**config.mk**
```make
export PLATFORM = sky130hd
export DESIGN_NAME = rng_sampler
export DESIGN_NICKNAME = d
export VERILOG_FILES = /design/src/rtl/rng_sampler_pkg.sv /design/src/rtl/rng_mask_gen.sv /design/src/rtl/rng_sampler.sv
export SDC_FILE = /design/constraint.sdc
export NUM_CORES = 1
export LEC_CHECK = 0
export CORE_ASPECT_RATIO = 2
export CORE_UTILIZATION = 40
export CTS_CLUSTER_DIAMETER = 80
export DETAILED_ROUTE_END_ITERATION = 8
export HOLD_SLACK_MARGIN = 0.05
export SKIP_CTS_REPAIR_TIMING = 1
export SYNTH_ARGS = -nofsm -noshare
export SYNTH_HDL_FRONTEND = slang
export SYNTH_SLANG_ARGS = --single-unit
```
**constraint.sdc**
```tcl
create_clock -name clock -period 3.3 [get_ports clock]
set_clock_uncertainty 0.2 [all_clocks]
set_input_delay 0.66 -clock clock [delete_from_list [all_inputs] [get_ports clock]]
set_output_delay 0.66 -clock clock [all_outputs]
set_load 0.05 [all_outputs]
```
**src/rtl/rng_sampler_pkg.sv**
```systemverilog
// Shared types and constants for the rng_sampler consumer block.
// Imported by the sampler top and its mask generator.
package rng_sampler_pkg;

  localparam int RNG_W_DEFAULT = 12;

  // Seed and try counters; wide enough for SEED_CYCLES and MAX_TRIES up to 15.
  localparam int CNT_W = 4;

  typedef enum logic [1:0] {
    ST_SEED = 2'd0,
    ST_IDLE = 2'd1,
    ST_DRAW = 2'd2,
    ST_DONE = 2'd3
  } state_t;

endpackage : rng_sampler_pkg

```
**src/rtl/rng_mask_gen.sv**
```systemverilog
// Combinational mask generator: smallest 2^k-1 covering lim-1.
// A limit of 0 wraps to lim-1 = all ones, i.e. the full sample range.
module rng_mask_gen #(
  parameter int RNG_W = 12
) (
  input  logic [RNG_W-1:0] lim_i,
  output logic [RNG_W-1:0] mask_o
);

  logic [RNG_W-1:0] dec;

  assign dec = lim_i - RNG_W'(1);

  // Bit i of the mask is set when any bit at or above i in lim-1 is set.
  // NOTE: every always_comb output is assigned before any conditional logic so no latch can be inferred.
  always_comb begin
    mask_o = '0;
    for (int i = 0; i < RNG_W; i++) begin
      mask_o[i] = |(dec >> i);
    end
  end

endmodule : rng_mask_gen

```
**src/rtl/rng_sampler.sv**
```systemverilog
// Drives the rng seed-load strobe after reset, then returns uniform values in
// [0, limit) by masked rejection sampling with a bounded-retry fallback.
module rng_sampler
  import rng_sampler_pkg::*;
#(
  parameter int RNG_W       = RNG_W_DEFAULT,
  parameter int SEED_CYCLES = 2,
  parameter int MAX_TRIES   = 8
) (
  input  logic             clock,
  input  logic             reset,
  input  logic [RNG_W-1:0] rng_in,
  output logic             loadseed_o,
  input  logic             req_i,
  input  logic [RNG_W-1:0] limit_i,
  output logic             ready_o,
  output logic             valid_o,
  output logic [RNG_W-1:0] value_o,
  output logic             fallback_o
);

  state_t           state_q;
  logic [CNT_W-1:0] seed_cnt_q;
  logic [CNT_W-1:0] try_q;
  logic [RNG_W-1:0] lim_q;
  logic [RNG_W-1:0] mask_q;
  logic             loadseed_q;
  logic             ready_q;
  logic             valid_q;
  logic [RNG_W-1:0] value_q;
  logic             fallback_q;

  logic [RNG_W-1:0] mask_d;
  logic [RNG_W-1:0] samp_d;
  logic [RNG_W-1:0] fold_d;

  rng_mask_gen #(
    .RNG_W (RNG_W)
  ) u_mask_gen (
    .lim_i  (limit_i),
    .mask_o (mask_d)
  );

  assign samp_d = rng_in & mask_q;
  // Only used when samp_d >= lim_q; the mask bound keeps the result below lim_q.
  assign fold_d = samp_d - lim_q;

  // NOTE: sequential state uses non-blocking assignments so every register samples pre-edge values.
  always_ff @(posedge clock or posedge reset) begin
    if (reset) begin
      state_q    <= ST_SEED;
      seed_cnt_q <= '0;
      try_q      <= '0;
      lim_q      <= '0;
      mask_q     <= '0;
      loadseed_q <= 1'b1;
      ready_q    <= 1'b0;
      valid_q    <= 1'b0;
      value_q    <= '0;
      fallback_q <= 1'b0;
    end else begin
      valid_q <= 1'b0;
      case (state_q)
        ST_SEED: begin
          if (seed_cnt_q == CNT_W'(SEED_CYCLES - 1)) begin
            state_q    <= ST_IDLE;
            loadseed_q <= 1'b0;
            ready_q    <= 1'b1;
          end else begin
            seed_cnt_q <= seed_cnt_q + CNT_W'(1);
          end
        end

        ST_IDLE: begin
          if (req_i) begin
            lim_q   <= limit_i;
            mask_q  <= mask_d;
            try_q   <= '0;
            ready_q <= 1'b0;
            state_q <= ST_DRAW;
          end
        end

        ST_DRAW: begin
          if (lim_q == '0) begin
            value_q    <= rng_in;
            fallback_q <= 1'b0;
            valid_q    <= 1'b1;
            state_q    <= ST_DONE;
          end else if (lim_q == RNG_W'(1)) begin
            value_q    <= '0;
            fallback_q <= 1'b0;
            valid_q    <= 1'b1;
            state_q    <= ST_DONE;
          end else if (samp_d < lim_q) begin
            value_q    <= samp_d;
            fallback_q <= 1'b0;
            valid_q    <= 1'b1;
            state_q    <= ST_DONE;
          end else if (try_q == CNT_W'(MAX_TRIES - 1)) begin
            value_q    <= fold_d;
            fallback_q <= 1'b1;
            valid_q    <= 1'b1;
            state_q    <= ST_DONE;
          end else begin
            try_q <= try_q + CNT_W'(1);
          end
        end

        ST_DONE: begin
          state_q <= ST_IDLE;
          ready_q <= 1'b1;
        end

        default: begin
          state_q    <= ST_IDLE;
          loadseed_q <= 1'b0;
          ready_q    <= 1'b1;
        end
      endcase
    end
  end

  assign loadseed_o = loadseed_q;
  assign ready_o    = ready_q;
  assign valid_o    = valid_q;
  assign value_o    = value_q;
  assign fallback_o = fallback_q;

endmodule : rng_sampler

```
# Yosys cells after proc, flatten, opt, wreduce, memory -nomap -nowiden
# Cells that the tools add are included.
# totals
register_bits	50
out_inout_bits	16
wordCells	82
# classes
add_sub_neg	4
order_cmp	1
eq_ne	13
mux	29
reduce_logical	23
bitwise_logic	2
# op_table
operator	n
$mux 12	4
$mux 4	5
$and 12x12->12	1
$eq 12x1->1 const B	1
$logic_not 12->1	1
$lt 12x12->1	1
$mux 2	6
$ne 2x2->1 const B	6
$reduce_or 12->1	1
$sub 12x1->12 const B	1
$sub 12x12->12	1
$mux 1	11
$reduce_or 11->1	1
$reduce_or 10->1	1
$reduce_or 9->1	1
$add 4x1->4 const B	2
$pmux 2 s4	1
$pmux 4 s2	1
$reduce_and 2->1	4
$reduce_or 8->1	1
$reduce_or 7->1	1
$reduce_and 3->1	2
$reduce_and 6->1	1
$reduce_or 6->1	1
other kinds (15)	16

# Longest topological paths before layout
# Gate-level depths: netlist of the first run.
# depth
word_depth	6
depth_mapped	12
depth_no_buf	10

# Cells and area by module
# From an unflattened synthesis of the first run, not the netlist that was laid out.
# hier_totals
hier_cells	367
hier_area_um2	3489.6
# by_module_without_submodules
mod	area_per_inst_um2	seq_area_each_um2	n_inst	cells_each
rng_sampler	3006.6	1252.5	1	302
rng_mask_gen	483.0	0.0	1	65

# Worst setup path after synthesis of the first run
# OpenSTA, ideal clock, no wires.
# synth_path
path_kind	input to register
startpoint	input port rng_in[0]
endpoint	register value_q[11] (netlist: value_o[11])
arrival_time_ns	3.072
setup_slack_ns	-0.054
cell_stages	12
cell_sequence	nand2_1 ha_1 inv_1 fa_1 a211oi_1 o211ai_1 a211oi_2 o31a_1 clkbuf_1 buf_2 nor2_1 a31oi_1
# synth_between
elab_chain_len	6
elab_cells_between_ends	9
# synth_rtl
item	line_no	text
from (decl)	rng_sampler.sv:12	input logic [RNG_W-1:0] rng_in,
$and 12x12->12 (*)	rng_sampler.sv:44	assign samp_d = rng_in & mask_q;
$sub 12x12->12	rng_sampler.sv:46	assign fold_d = samp_d - lim_q;
$mux 12	rng_sampler.sv:100	end else if (try_q == CNT_W'(MAX_TRIES - 1)) begin
$mux 12	rng_sampler.sv:95	end else if (samp_d < lim_q) begin
$mux 12	rng_sampler.sv:90	end else if (lim_q == RNG_W'(1)) begin
$mux 12	rng_sampler.sv:85	if (lim_q == '0) begin
to (signal assigned)	rng_sampler.sv:86	value_q <= rng_in;
to (signal assigned)	rng_sampler.sv:96	value_q <= samp_d;
to (signal assigned)	rng_sampler.sv:101	value_q <= fold_d;
to (decl)	rng_sampler.sv:30	logic [RNG_W-1:0] value_q;
# Mark *: on every way between the ends. The rest lies on a longest branch, timed or not. The select of a mux whose other input is x is not followed.
# A chain may end at the register's enable or synchronous reset.

# Worst setup path after layout of the first run
# layout_path
startpoint	input port rng_in[7]
endpoint	register try_q[2]
# layout_between
elab_chain_len	4
# layout_rtl
item	line_no	text
$and 12x12->12	rng_sampler.sv:44	
$lt 12x12->1	rng_sampler.sv:95	
$ne 2x2->1 (no source line)	n/a	
$reduce_and 6->1 (no source line)	n/a	
to (signal assigned)	rng_sampler.sv:106	try_q <= try_q + CNT_W'(1);
to (decl)	rng_sampler.sv:24	logic [CNT_W-1:0] try_q;
# Every way passes these cells.

==> results.md, run 1 <==
- Leakage: 2.040 nW
- Root Driver: clkbuf_16
- CP Capture Type: flop
- Worst setup margin: 0.1088 ns
- DRC: 0
- Vias in the first global route: 3,313
- Mean post-synth cell area: 8.637 um2
- Gate power share: 65.1%
- ANT nets after route: 0
- Violation count after the first detailed-route iteration: 219
- Die Ht: 132.3 um
- Cell Area, Synth: 3395 um2
- Tot Pwr: 4.266 mW
- Yosys warns: 0
- Reg area: 1252 um2
- Starting Density: 41.23%
- CP required: 3.28 ns
- Distinct cells, synth: 57
- Critical-path top delay cell: clkdlybuf4s50_1
- Antenna violations before repair: 0
- Post-synth top area cell: dfrtp_1
- CTS buffer count: 5
- CTS clk-pin slew, worst paths: 0.06 ns
- Final-layout fill cell count: 802
- Post-synthesis cell count: 393
- Switching pwr: 1.866 mW
- CP dominant cell by count: buf_4
- Worst-margin pin slew: 0.5270 ns
- First-pass GRT wire length: 15,000 um
- Slew headroom: 64.82%
- RSZ-0062 raised after global routing: yes
- Gr ovfl total: 0
- Critical Path Fanout Max: 4
- Ys flop type: dfrtp_1
- Clk_lat worst skew: 0.29 ns
- Max Root-Sink Buffers: 2
- Layout cells sized above 1: 20.20%
- Synthesized flop and latch total: 50
- Status: completed
- Core ar.: 8233 um2
- Largest net degree at the start of global routing: 33
- Sequential share of power: 23.4%
- Max-cap violations: 0
- Setup CP Type: primary input to flop
- Layout Utilization: 55.56%
- GPL Wtd Cong: 0.9334
- Routed wire per std cell: 15.82 um
- Critical path arrival: 3.17 ns
- Fin. max-slew vios: 0
- Post-synth EDFFs: 0
- TritonRoute pass-1 iters: 5
- Depth of the CTS H-tree: 2
- Die Wd: 67.14 um
- Via count: 3,216
- Multi-input gate area: 2008 um2
- # diodes: 0
- Sequential area share after synthesis: 36.90%
- Fin crit share: 96.70%
- Clock power frac: 11.5%
- Buffers on Ports: 42
- Synth area leaders: dfrtp_1 (36%), ha_1 (7.7%), nand2_1 (4.8%)
- Hold/Removal Path Class: flop to flop
- Worst hold slack: 0.2798 ns
- Tot GR Track Use: 22.45%
- P&R area growth vs syn: 34.76%
- Total clock sinks: 50
- Fmax: 313.4 MHz
- Async SR Flop Fraction: 100.0%
- Post-synth top area share: 36.12%
- Tmin final: 3.191 ns
- CP max stage delay: 0.43 ns
- Die area: 8881 um2
- Final setup vio count: 0
- CP startpoint kind: primary input
- Vias per cell: 5.423
- Routed wire length: 9380 um
- Cell Int Power: 2.400 mW
- CTS tree: yes
- Syn nets: 442
- Detail Placement HPWL: 7789 um
- Row cnt: 47
- Io pins: 43
- Final hold violation count: 0
- Pre-CTS setup slack: -0.3942 ns
- Pwr Density: 932.5 nW/um2
- Net switching fraction of the power: 43.74%
- Final net count: 543
- Setup tns final: 0 ns
- Crit-path cells: clkdlybuf4s50_1 > and2_1 > ha_1 > nand2_1 > a211oi_1 > buf_4 > a211oi_4 > buf_4 > a211oi_1 > o211ai_1 > buf_4 > a221o_1
- Max VDD drop: 0.3319 mV
-- cell usage after synthesis (5+ instances only) --
library cell	n
nand3_1	8
nor4_1	5
o31ai_1	5
a211oi_1	5
mux2i_1	8
o21ai_0	27
inv_1	21
xnor2_1	13
nor3_1	8
nand2_1	43
clkbuf_1	12
nand3b_1	7
a31oi_1	10
ha_1	21
dfrtp_1	49
nor2_1	38
and2_1	16
a21oi_1	22
o211ai_1	5
-- sequential cells by signal (all words and copies together) (netlist names) --
signal      count
lim_q          12
mask_q         12
value_o        12
seed_cnt_q      4
try_q           4
state_q         2
fallback_o      1
loadseed_o      1
ready_o         1
valid_o         1
-- metrics by stage --
step                      std cells  area [um2]
final                           593        4574
after global routing            593        4574
after CTS                       590        4509
after detailed placement        582        4373
after global placement          582        4373
after floorplan                 393        3402
-- power by group through the flow --
stage	sequential, mW	combinational [mW]	clock [mW]
floorplan	1.26	1.42	0
global placement	1.00	2.65	0
detailed placement	1.01	2.70	0
CTS	1.00	2.72	0.498
global route	1.03	3.03	0.519
finish	0.997	2.78	0.492
-- worst max-delay path, delay by kind of cell --
family                   cells  cell delay (ns)
AND/OR/NAND/NOR              2             0.26
buffers and inverters        4             0.94
adder cells (fa/ha/maj)      1             0.32
AO/OA/AOI/OAI                5             0.97
-- metal layers --
| layer | GRT usage, % | vias to the layer above | part of all wire, % |
|---|---|---|---|
| met4 | 11.11 | 0 | 4.9 |
| met5 | 0 | - | 0 |
| li1 | - | 1598 | - |
| met1 | 19.97 | 1529 | 34 |
| met2 | 44.83 | 60 | 59 |
| met3 | 2.941 | 29 | 2.2 |
-- worst paths after layout --
kind | from | endpoint | slack [ns] | depth (start not counted)
max | rng_in[7] | try_q[2]$_DFFE_PP0P_ | 0.11 | 12
min | mask_q[11]$_DFFE_PP0P_ | mask_q[11]$_DFFE_PP0P_ | 0.28 | 2
max reg2reg | lim_q[0]$_DFFE_PP0P_ | value_o[1]$_DFFE_PP0P_ | 0.34 | 10
min reg2reg | mask_q[11]$_DFFE_PP0P_ | mask_q[11]$_DFFE_PP0P_ | 0.28 | 2
max in group asynchronous | reset | lim_q[11]$_DFFE_PP0P_ | 1.85 | 3
min in group asynchronous | reset | seed_cnt_q[3]$_DFFE_PP0P_ | 0.53 | 2
-- cells in the final DEF (no fill, tap or decap), types with 10 or more instances in the layout --
master / n
a21oi_1: 20
clkdlybuf4s50_1: 38
dfrtp_1: 49
a31oi_1: 10
inv_1: 20
and2_1: 11
nand2_1: 43
ha_1: 19
nor2_1: 38
xnor2_1: 13
o21ai_0: 27
buf_4: 70
-- final cells by class --
| cell class | instances | area share (%) |
|---|---|---|
| tap | 98 | 2.681 |
| timing repair buffer | 113 | 21.33 |
| multi-input combinational | 303 | 43.90 |
| clock buffer | 8 | 2.981 |
| sequential | 50 | 27.38 |
| inverter | 21 | 1.723 |
-- kinds of logic (layout without fill, tap and decap cells) --
logic type / Yosys count / count (layout) / share of synthesized area [%]
and+or+nand+nor: 149 / 149 / 21.97
AOI/OAI and AO/OA: 106 / 106 / 20.46
DFF: 50 / 50 / 36.90
buffers and inverters: 40 / 142 / 5.124
adders and majority gates: 22 / 22 / 8.330
xor gates and xnor gates: 15 / 15 / 3.870
muxes: 11 / 11 / 3.354
Power figures use the tool's default switching activity.
==> run 2: changes to the inputs <==
--- a/config.mk
+++ b/config.mk
@@ -11,6 +11,7 @@
 export DETAILED_ROUTE_END_ITERATION = 8
 export HOLD_SLACK_MARGIN = 0.05
 export SKIP_CTS_REPAIR_TIMING = 1
+export SLEW_MARGIN = 30
 export SYNTH_ARGS = -nofsm -noshare
 export SYNTH_HDL_FRONTEND = slang
 export SYNTH_SLANG_ARGS = --single-unit
==> constraint.sdc (replaced) <==
create_clock -name clock -period 4.1 [get_ports clock]
set_clock_uncertainty 0.2 [all_clocks]
set_input_delay 0.82 -clock clock [delete_from_list [all_inputs] [get_ports clock]]
set_output_delay 0.82 -clock clock [all_outputs]
set_load 0.05 [all_outputs]
==> run 2 against run 1 <==
Effect of this change:
- critical path depth stayed put
- final cell count is 9.6% lower
- design area is 9.4% lower
- sequential share of layout area is 2.8 points higher
- non-clock buffer count is 57 lower
- die area stayed put
- critical path type unchanged
==> results.md, run 2 (synthesis gave the netlist of run 1 again) <==
- Cell Int Power: 1.801 mW (was 2.400 mW)
- Vias per cell: 5.567 (was 5.423)
- Final setup vio count: 0 (unchanged)
- Most frequent cells in the layout: dfrtp_1 (49), nand2_1 (43), clkdlybuf4s50_1 (42), nor2_1 (38), o21ai_0 (27) (was buf_4 (70), dfrtp_1 (49), nand2_1 (43), nor2_1 (38), clkdlybuf4s50_1 (38))
- Largest delay contributor family on the critical path: compound AO/OA/AOI/OAI gates (unchanged)
- Largest net degree at the start of global routing: 51 (was 33)
- GPL Wtd Cong: 0.9550 (was 0.9334)
- Core ar.: 8233 um2 (unchanged)
- First-pass GRT wire length: 13,920 um (was 15,000 um)
- Starting Density: 41.23% (unchanged)
- Critical path arrival: 3.61 ns (was 3.17 ns)
- Leakage: 1.737 nW (was 2.040 nW)
- P&R area growth vs syn: 22.08% (was 34.76%)
- Io pins: 43 (unchanged)
- Critical Path Fanout Max: 9 (was 4)
- Clock power frac: 16.7% (was 11.5%)
- Hold/Removal Path Class: flop to flop (unchanged)
- Via count: 2,984 (was 3,216)
- Routed wire length: 8614 um (was 9380 um)
- CTS tree: yes (unchanged)
- Detail Placement HPWL: 7003 um (was 7789 um)
- Die area: 8881 um2 (unchanged)
- Pre-CTS setup slack: 0.2029 ns (was -0.3942 ns)
- WP buf/inv: 3 (was 4)
- Slew headroom: 59.36% (was 64.82%)
- Die Wd: 67.14 um (unchanged)
- Pwr Density: 774.3 nW/um2 (was 932.5 nW/um2)
- Tmin final: 3.629 ns
- Fmax: 275.5 MHz
- CP required: 4.08 ns (was 3.28 ns)
- Critical-path top delay cell: clkdlybuf4s50_1 (unchanged)
- Layout cells sized above 1: 7.991% (was 20.20%)
- Antenna violations before repair: 0 (unchanged)
- Crit-path cells: clkdlybuf4s50_1 > nand2_1 > ha_1 > inv_1 > fa_1 > a211oi_1 > o211ai_1 > a211oi_2 > buf_4 > mux2_2 > a22oi_1 > a21oi_1 (was clkdlybuf4s50_1 > and2_1 > ha_1 > nand2_1 > a211oi_1 > buf_4 > a211oi_4 > buf_4 > a211oi_1 > o211ai_1 > buf_4 > a221o_1)
- Net switching fraction of the power: 43.88% (was 43.74%)
- Die Ht: 132.3 um (unchanged)
- Clk_lat worst skew: 0.30 ns (was 0.29 ns)
- RSZ-0062 raised after global routing: no (was yes)
- Root Driver: clkbuf_16 (unchanged)
- Vias in the first global route: 2,947 (was 3,313)
- CP startpoint kind: primary input (unchanged)
- Buffers on Ports: 42 (unchanged)
- CTS buffer count: 5 (unchanged)
- Routed wire per std cell: 16.07 um (was 15.82 um)
- Final hold violation count: 0 (unchanged)
- Depth of the CTS H-tree: 2 (unchanged)
- Status: completed (unchanged)
- Max VDD drop: 0.2538 mV (was 0.3319 mV)
- Max-cap violations: 0 (unchanged)
- Setup tns final: 0 ns (unchanged)
- Fin. max-slew vios: 0 (unchanged)
- Final net count: 486 (was 543)
- Row cnt: 47 (unchanged)
- CP Capture Type: flop (unchanged)
- Commonest non-fill, non-tap cell in the layout: dfrtp_1 (was buf_4)
- Violation count after the first detailed-route iteration: 123 (was 219)
- Max Root-Sink Buffers: 2 (unchanged)
- Tot Pwr: 3.209 mW (was 4.266 mW)
- ANT nets after route: 0 (unchanged)
- CP max stage delay: 0.42 ns (was 0.43 ns)
- Worst setup margin: 0.4707 ns (was 0.1088 ns)
- # diodes: 0 (unchanged)
- Tot GR Track Use: 21.06% (was 22.45%)
- Cell Area, Placed: 3950 um2 (was 4373 um2)
- Fin area: 4144 um2 (was 4574 um2)
- Gr ovfl total: 0 (unchanged)
- Setup CP Type: primary input to flop (unchanged)
- Gate power share: 58.5% (was 65.1%)
- Switching pwr: 1.408 mW (was 1.866 mW)
- Sequential share of power: 24.8% (was 23.4%)
- Total clock sinks: 50 (unchanged)
- Worst-margin pin slew: 0.6096 ns (was 0.5270 ns)
- TritonRoute pass-1 iters: 4 (was 5)
- Layout Utilization: 50.33% (was 55.56%)
- DRC: 0 (unchanged)
- CTS clk-pin slew, worst paths: 0.07 ns (was 0.06 ns)
- Fin crit share: 88.52%
==> run 2: cell types whose count changed in the layout (fill, tap and decap cells not counted), moves of 2 or more <==
cell	delta
a21oi_1	+2
and2_1	+5
buf_4	-56
ha_1	+2
dlymetal6s2s_1	-4
a21oi_2	-2
bufinv_16	+2
clkbuf_1	-3
ha_2	-2
clkdlybuf4s50_1	+4
and2_4	-5
==> run 2: metrics by stage <==
| step | hold slack (ns) | cells |
|---|---|---|
| after floorplan | 0.2418 | 393 |
| after global placement | 0.2557 | 528 |
| after detailed placement | 0.2680 | 528 |
| after CTS | 0.2824 | 536 |
| after global routing | 0.3004 | 536 |
| final | 0.2737 | 536 |
==> run 2: layer usage <==
metal	routed length, um	vias up	global-route usage [%]
li1	-	1485	-
met1	3027	1411	19.45
met2	5004	63	40.28
met3	191	25	2.855
met4	390	0	12.53
met5	0	-	0
==> run 2: power groups by stage <==
stage	Combinational, mW	Clock [mW]	Sequential [mW]
floorplan	1.13	0	1.02
global placement	1.85	0	0.805
detailed placement	1.87	0	0.812
CTS	1.88	0.545	0.801
global route	2.07	0.562	0.823
finish	1.88	0.535	0.797
==> run 2: cell type report <==
type | instances | area [um2]
Timing Repair Buffer | 56 | 525.5
Inverter | 21 | 81.33
Clock buffer | 5 | 125.1
Clock inverter | 3 | 68.82
Tap cell | 98 | 122.6
Fill cell | 844 | 4089
Sequential cell | 50 | 1252
Multi-Input combinational cell | 303 | 1968
==> run 2: worst min-delay path, stage by stage, from the launching register on <==
cell	delay, ns
dfrtp_1	0.34
nand2_1	0.04
o21ai_0	0.06
==> run 2: final timing paths <==
kind,slack (ns),to,cells past startpoint,start
max,0.47,value_o[1]$_DFFE_PP0P_,12,rng_in[0]
max in group asynchronous,2.53,mask_q[8]$_DFFE_PP0P_,2,reset
min reg2reg,0.27,mask_q[10]$_DFFE_PP0P_,2,mask_q[10]$_DFFE_PP0P_
max reg2reg,1.04,value_o[1]$_DFFE_PP0P_,10,lim_q[0]$_DFFE_PP0P_
min,0.27,mask_q[10]$_DFFE_PP0P_,2,mask_q[10]$_DFFE_PP0P_
min in group asynchronous,0.75,valid_o$_DFF_PP0_,2,reset
==> run 3: changes to the inputs <==
--- a/config.mk
+++ b/config.mk
@@ -10,6 +10,7 @@
 export CTS_CLUSTER_DIAMETER = 80
 export DETAILED_ROUTE_END_ITERATION = 8
 export HOLD_SLACK_MARGIN = 0.05
+export PLACE_DENSITY = 0.65
 export SKIP_CTS_REPAIR_TIMING = 1
 export SLEW_MARGIN = 30
 export SYNTH_ARGS = -nofsm -noshare
==> run 3 against run 2 <==
Effect of this change:
- clock power decreased by 12%
- critical endpoint unchanged
- worst setup slack got worse by 0.12 ns
- largest power group unchanged
- sequential share of layout area increased by 0.24 points
- via count increased by 2.5%
- power decreased by 1.0%
- routed wire length increased by 2.2%
- utilization decreased by 0.40 points
==> results.md, run 3 (synthesis gave the netlist of run 1 again) <==
- Cell Int Power: 1.746 mW (was 1.801 mW)
- Die area: 8881 um2 (unchanged)
- RSZ-0062 raised after global routing: no (unchanged)
- Fin crit share: 91.40% (was 88.52%)
- Most frequent cells in the layout: dfrtp_1 (49), nand2_1 (43), clkdlybuf4s50_1 (42), nor2_1 (38), o21ai_0 (27) (unchanged)
- First-pass GRT wire length: 14,250 um (was 13,920 um)
- Worst-margin pin slew: 0.6053 ns (was 0.6096 ns)
- WP buf/inv: 3 (unchanged)
- Antenna violations before repair: 0 (unchanged)
- Die Wd: 67.14 um (unchanged)
- CP startpoint kind: primary input (unchanged)
- Cell Area, Placed: 3943 um2 (was 3950 um2)
- Layout cells sized above 1: 7.780% (was 7.991%)
- Final setup vio count: 0 (unchanged)
- Min-Delay Path Depth: 2 (unchanged)
- Worst Setup SP: rng_in[0] (unchanged)
- Max VDD drop: 0.2558 mV (was 0.2538 mV)
- R2r endpoint: value_o[1]$_DFFE_PP0P_ (unchanged)
- Routed wire per std cell: 16.45 um (was 16.07 um)
- Sequential share of power: 25.3% (was 24.8%)
- CP max stage delay: 0.43 ns (was 0.42 ns)
- Reg2reg setup slack: 0.92 ns (was 1.04 ns)
- Tmin final: 3.747 ns (was 3.629 ns)
- ANT nets after route: 0 (unchanged)
- Status: completed (unchanged)
- Setup CP Type: primary input to flop (unchanged)
- CTS tree: yes (unchanged)
- Leakage: 1.723 nW (was 1.737 nW)
- CP Capture Type: flop (unchanged)
- Depth of the CTS H-tree: 2 (unchanged)
- Worst r2r src: mask_q[0]$_DFFE_PP0P_ (was lim_q[0]$_DFFE_PP0P_)
- Vias per cell: 5.718 (was 5.567)
- Routed wire length: 8803 um (was 8614 um)
- DRC: 0 (unchanged)
- Io pins: 43 (unchanged)
- Max-cap violations: 0 (unchanged)
- Gr ovfl total: 0 (unchanged)
- P&R area growth vs syn: 21.12% (was 22.08%)
- Crit-path cells: clkdlybuf4s50_1 > nand2_1 > ha_1 > inv_1 > fa_1 > a211oi_1 > o211ai_1 > a211oi_2 > buf_4 > mux2_2 > a22oi_1 > a21oi_1 (unchanged)
- Vias in the first global route: 3,124 (was 2,947)
- Setup tns final: 0 ns (unchanged)
- Buffers on Ports: 42 (unchanged)
- CP required: 4.08 ns (about the same)
- Starting Density: 41.23% (unchanged)
- CTS clk-pin slew, worst paths: 0.07 ns (about the same)
- Hold/Removal Path Class: flop to flop (unchanged)
- Pwr Density: 772.6 nW/um2 (was 774.3 nW/um2)
- Fmax: 266.9 MHz (was 275.5 MHz)
- Row cnt: 47 (unchanged)
- FF-to-FF path depth: 11 (was 10)
- Critical Path End: value_o[1]$_DFFE_PP0P_ (unchanged)
- Critical path arrival: 3.73 ns (was 3.61 ns)
- Final net count: 485 (was 486)
- Hold path start: mask_q[11]$_DFFE_PP0P_ (was mask_q[10]$_DFFE_PP0P_)
- Critical Path Fanout Max: 7 (was 9)
- CTS buffer count: 5 (unchanged)
- Core ar.: 8233 um2 (unchanged)
- Detail Placement HPWL: 7128 um (was 7003 um)
- Gate power share: 59.8% (was 58.5%)
- Clk_lat worst skew: 0.30 ns (about the same)
- Tot GR Track Use: 21.20% (was 21.06%)
- # diodes: 0 (unchanged)
- Net switching fraction of the power: 45.03% (was 43.88%)
- Switching pwr: 1.430 mW (was 1.408 mW)
- Commonest non-fill, non-tap cell in the layout: dfrtp_1 (unchanged)
- Root Driver: clkbuf_16 (unchanged)
- Largest net degree at the start of global routing: 51 (unchanged)
- Slew headroom: 59.64% (was 59.36%)
- Violation count after the first detailed-route iteration: 132 (was 123)
- TritonRoute pass-1 iters: 4 (unchanged)
- GPL Wtd Cong: 0.9566 (was 0.9550)
- Largest delay contributor family on the critical path: compound AO/OA/AOI/OAI gates (unchanged)
- Critical-path top delay cell: clkdlybuf4s50_1 (unchanged)
- Via count: 3,059 (was 2,984)
- Total clock sinks: 50 (unchanged)
- Fin area: 4111 um2 (was 4144 um2)
- Die Ht: 132.3 um (unchanged)
- Fin. max-slew vios: 0 (unchanged)
- Max Root-Sink Buffers: 2 (unchanged)
- Worst path depth: 12 (unchanged)
- Clock power frac: 14.9% (was 16.7%)
- Final hold violation count: 0 (unchanged)
run 3: cell types whose count changed in the layout (fill, tap and decap cells not counted), sizes merged:
cell and change:
bufinv -1, inv +1, buf -1
run 3: worst register-to-register path: stages, from the launching register on:
cell      delay [ns]
dfrtp_1         0.39
nand2_1         0.09
ha_1            0.19
inv_1           0.06
fa_1            0.42
a211oi_1        0.38
o211ai_1        0.19
a211oi_2        0.35
buf_4           0.22
mux2_2          0.33
a22oi_1         0.14
a21oi_1         0.10
run 3: worst min-delay path by stage:
| stage | to |
|---|---|
| CTS | mask_q[11]$_DFFE_PP0P_ |
| floorplan | mask_q[10]$_DFFE_PP0P_ |
| detailed placement | mask_q[11]$_DFFE_PP0P_ |
| global placement | mask_q[11]$_DFFE_PP0P_ |
| finish | mask_q[11]$_DFFE_PP0P_ |
| global route | loadseed_o$_DFFE_PP1P_ |
run 3: power groups by stage:
stage	registers [mW]	logic (mW)	clock network [mW]
finish	0.804	1.90	0.472
global route	0.829	2.07	0.498
CTS	0.808	1.90	0.482
detailed placement	0.817	1.88	0
global placement	0.805	1.86	0
floorplan	1.02	1.13	0
run 3: layout make-up:
cell class	count	area [um2]
Clock buffer	5	125.1
Sequential cell	50	1252
Fill cell	814	4121
Inverter	21	81.33
Tap cell	98	122.6
Clock inverter	3	43.79
Timing Repair Buffer	55	518.0
Multi-Input combinational cell	303	1968
run 3: routing by layer:
| metal | vias up | routed length, um | global-route usage [%] |
|---|---|---|---|
| li1 | 1483 | - | - |
| met1 | 1450 | 3021 | 18.99 |
| met2 | 89 | 5076 | 41.11 |
| met3 | 37 | 228 | 2.855 |
| met4 | 0 | 476 | 12.65 |
| met5 | - | 0 | 0 |
run 3: through the flow:
step                      utilization, %  setup slack (ns)  hold slack (ns)  power (mW)  cells
final                              49.94            0.3527           0.2698       3.176    535
after global routing               49.94            0.2043           0.3037       3.401    535
after CTS                          49.94            0.3691           0.2768       3.190    535
after detailed placement           47.89           0.08472           0.2628       2.698    527
after global placement             47.86            0.1732           0.2565       2.665    527
after floorplan                        -            0.5859           0.2418       2.149    393
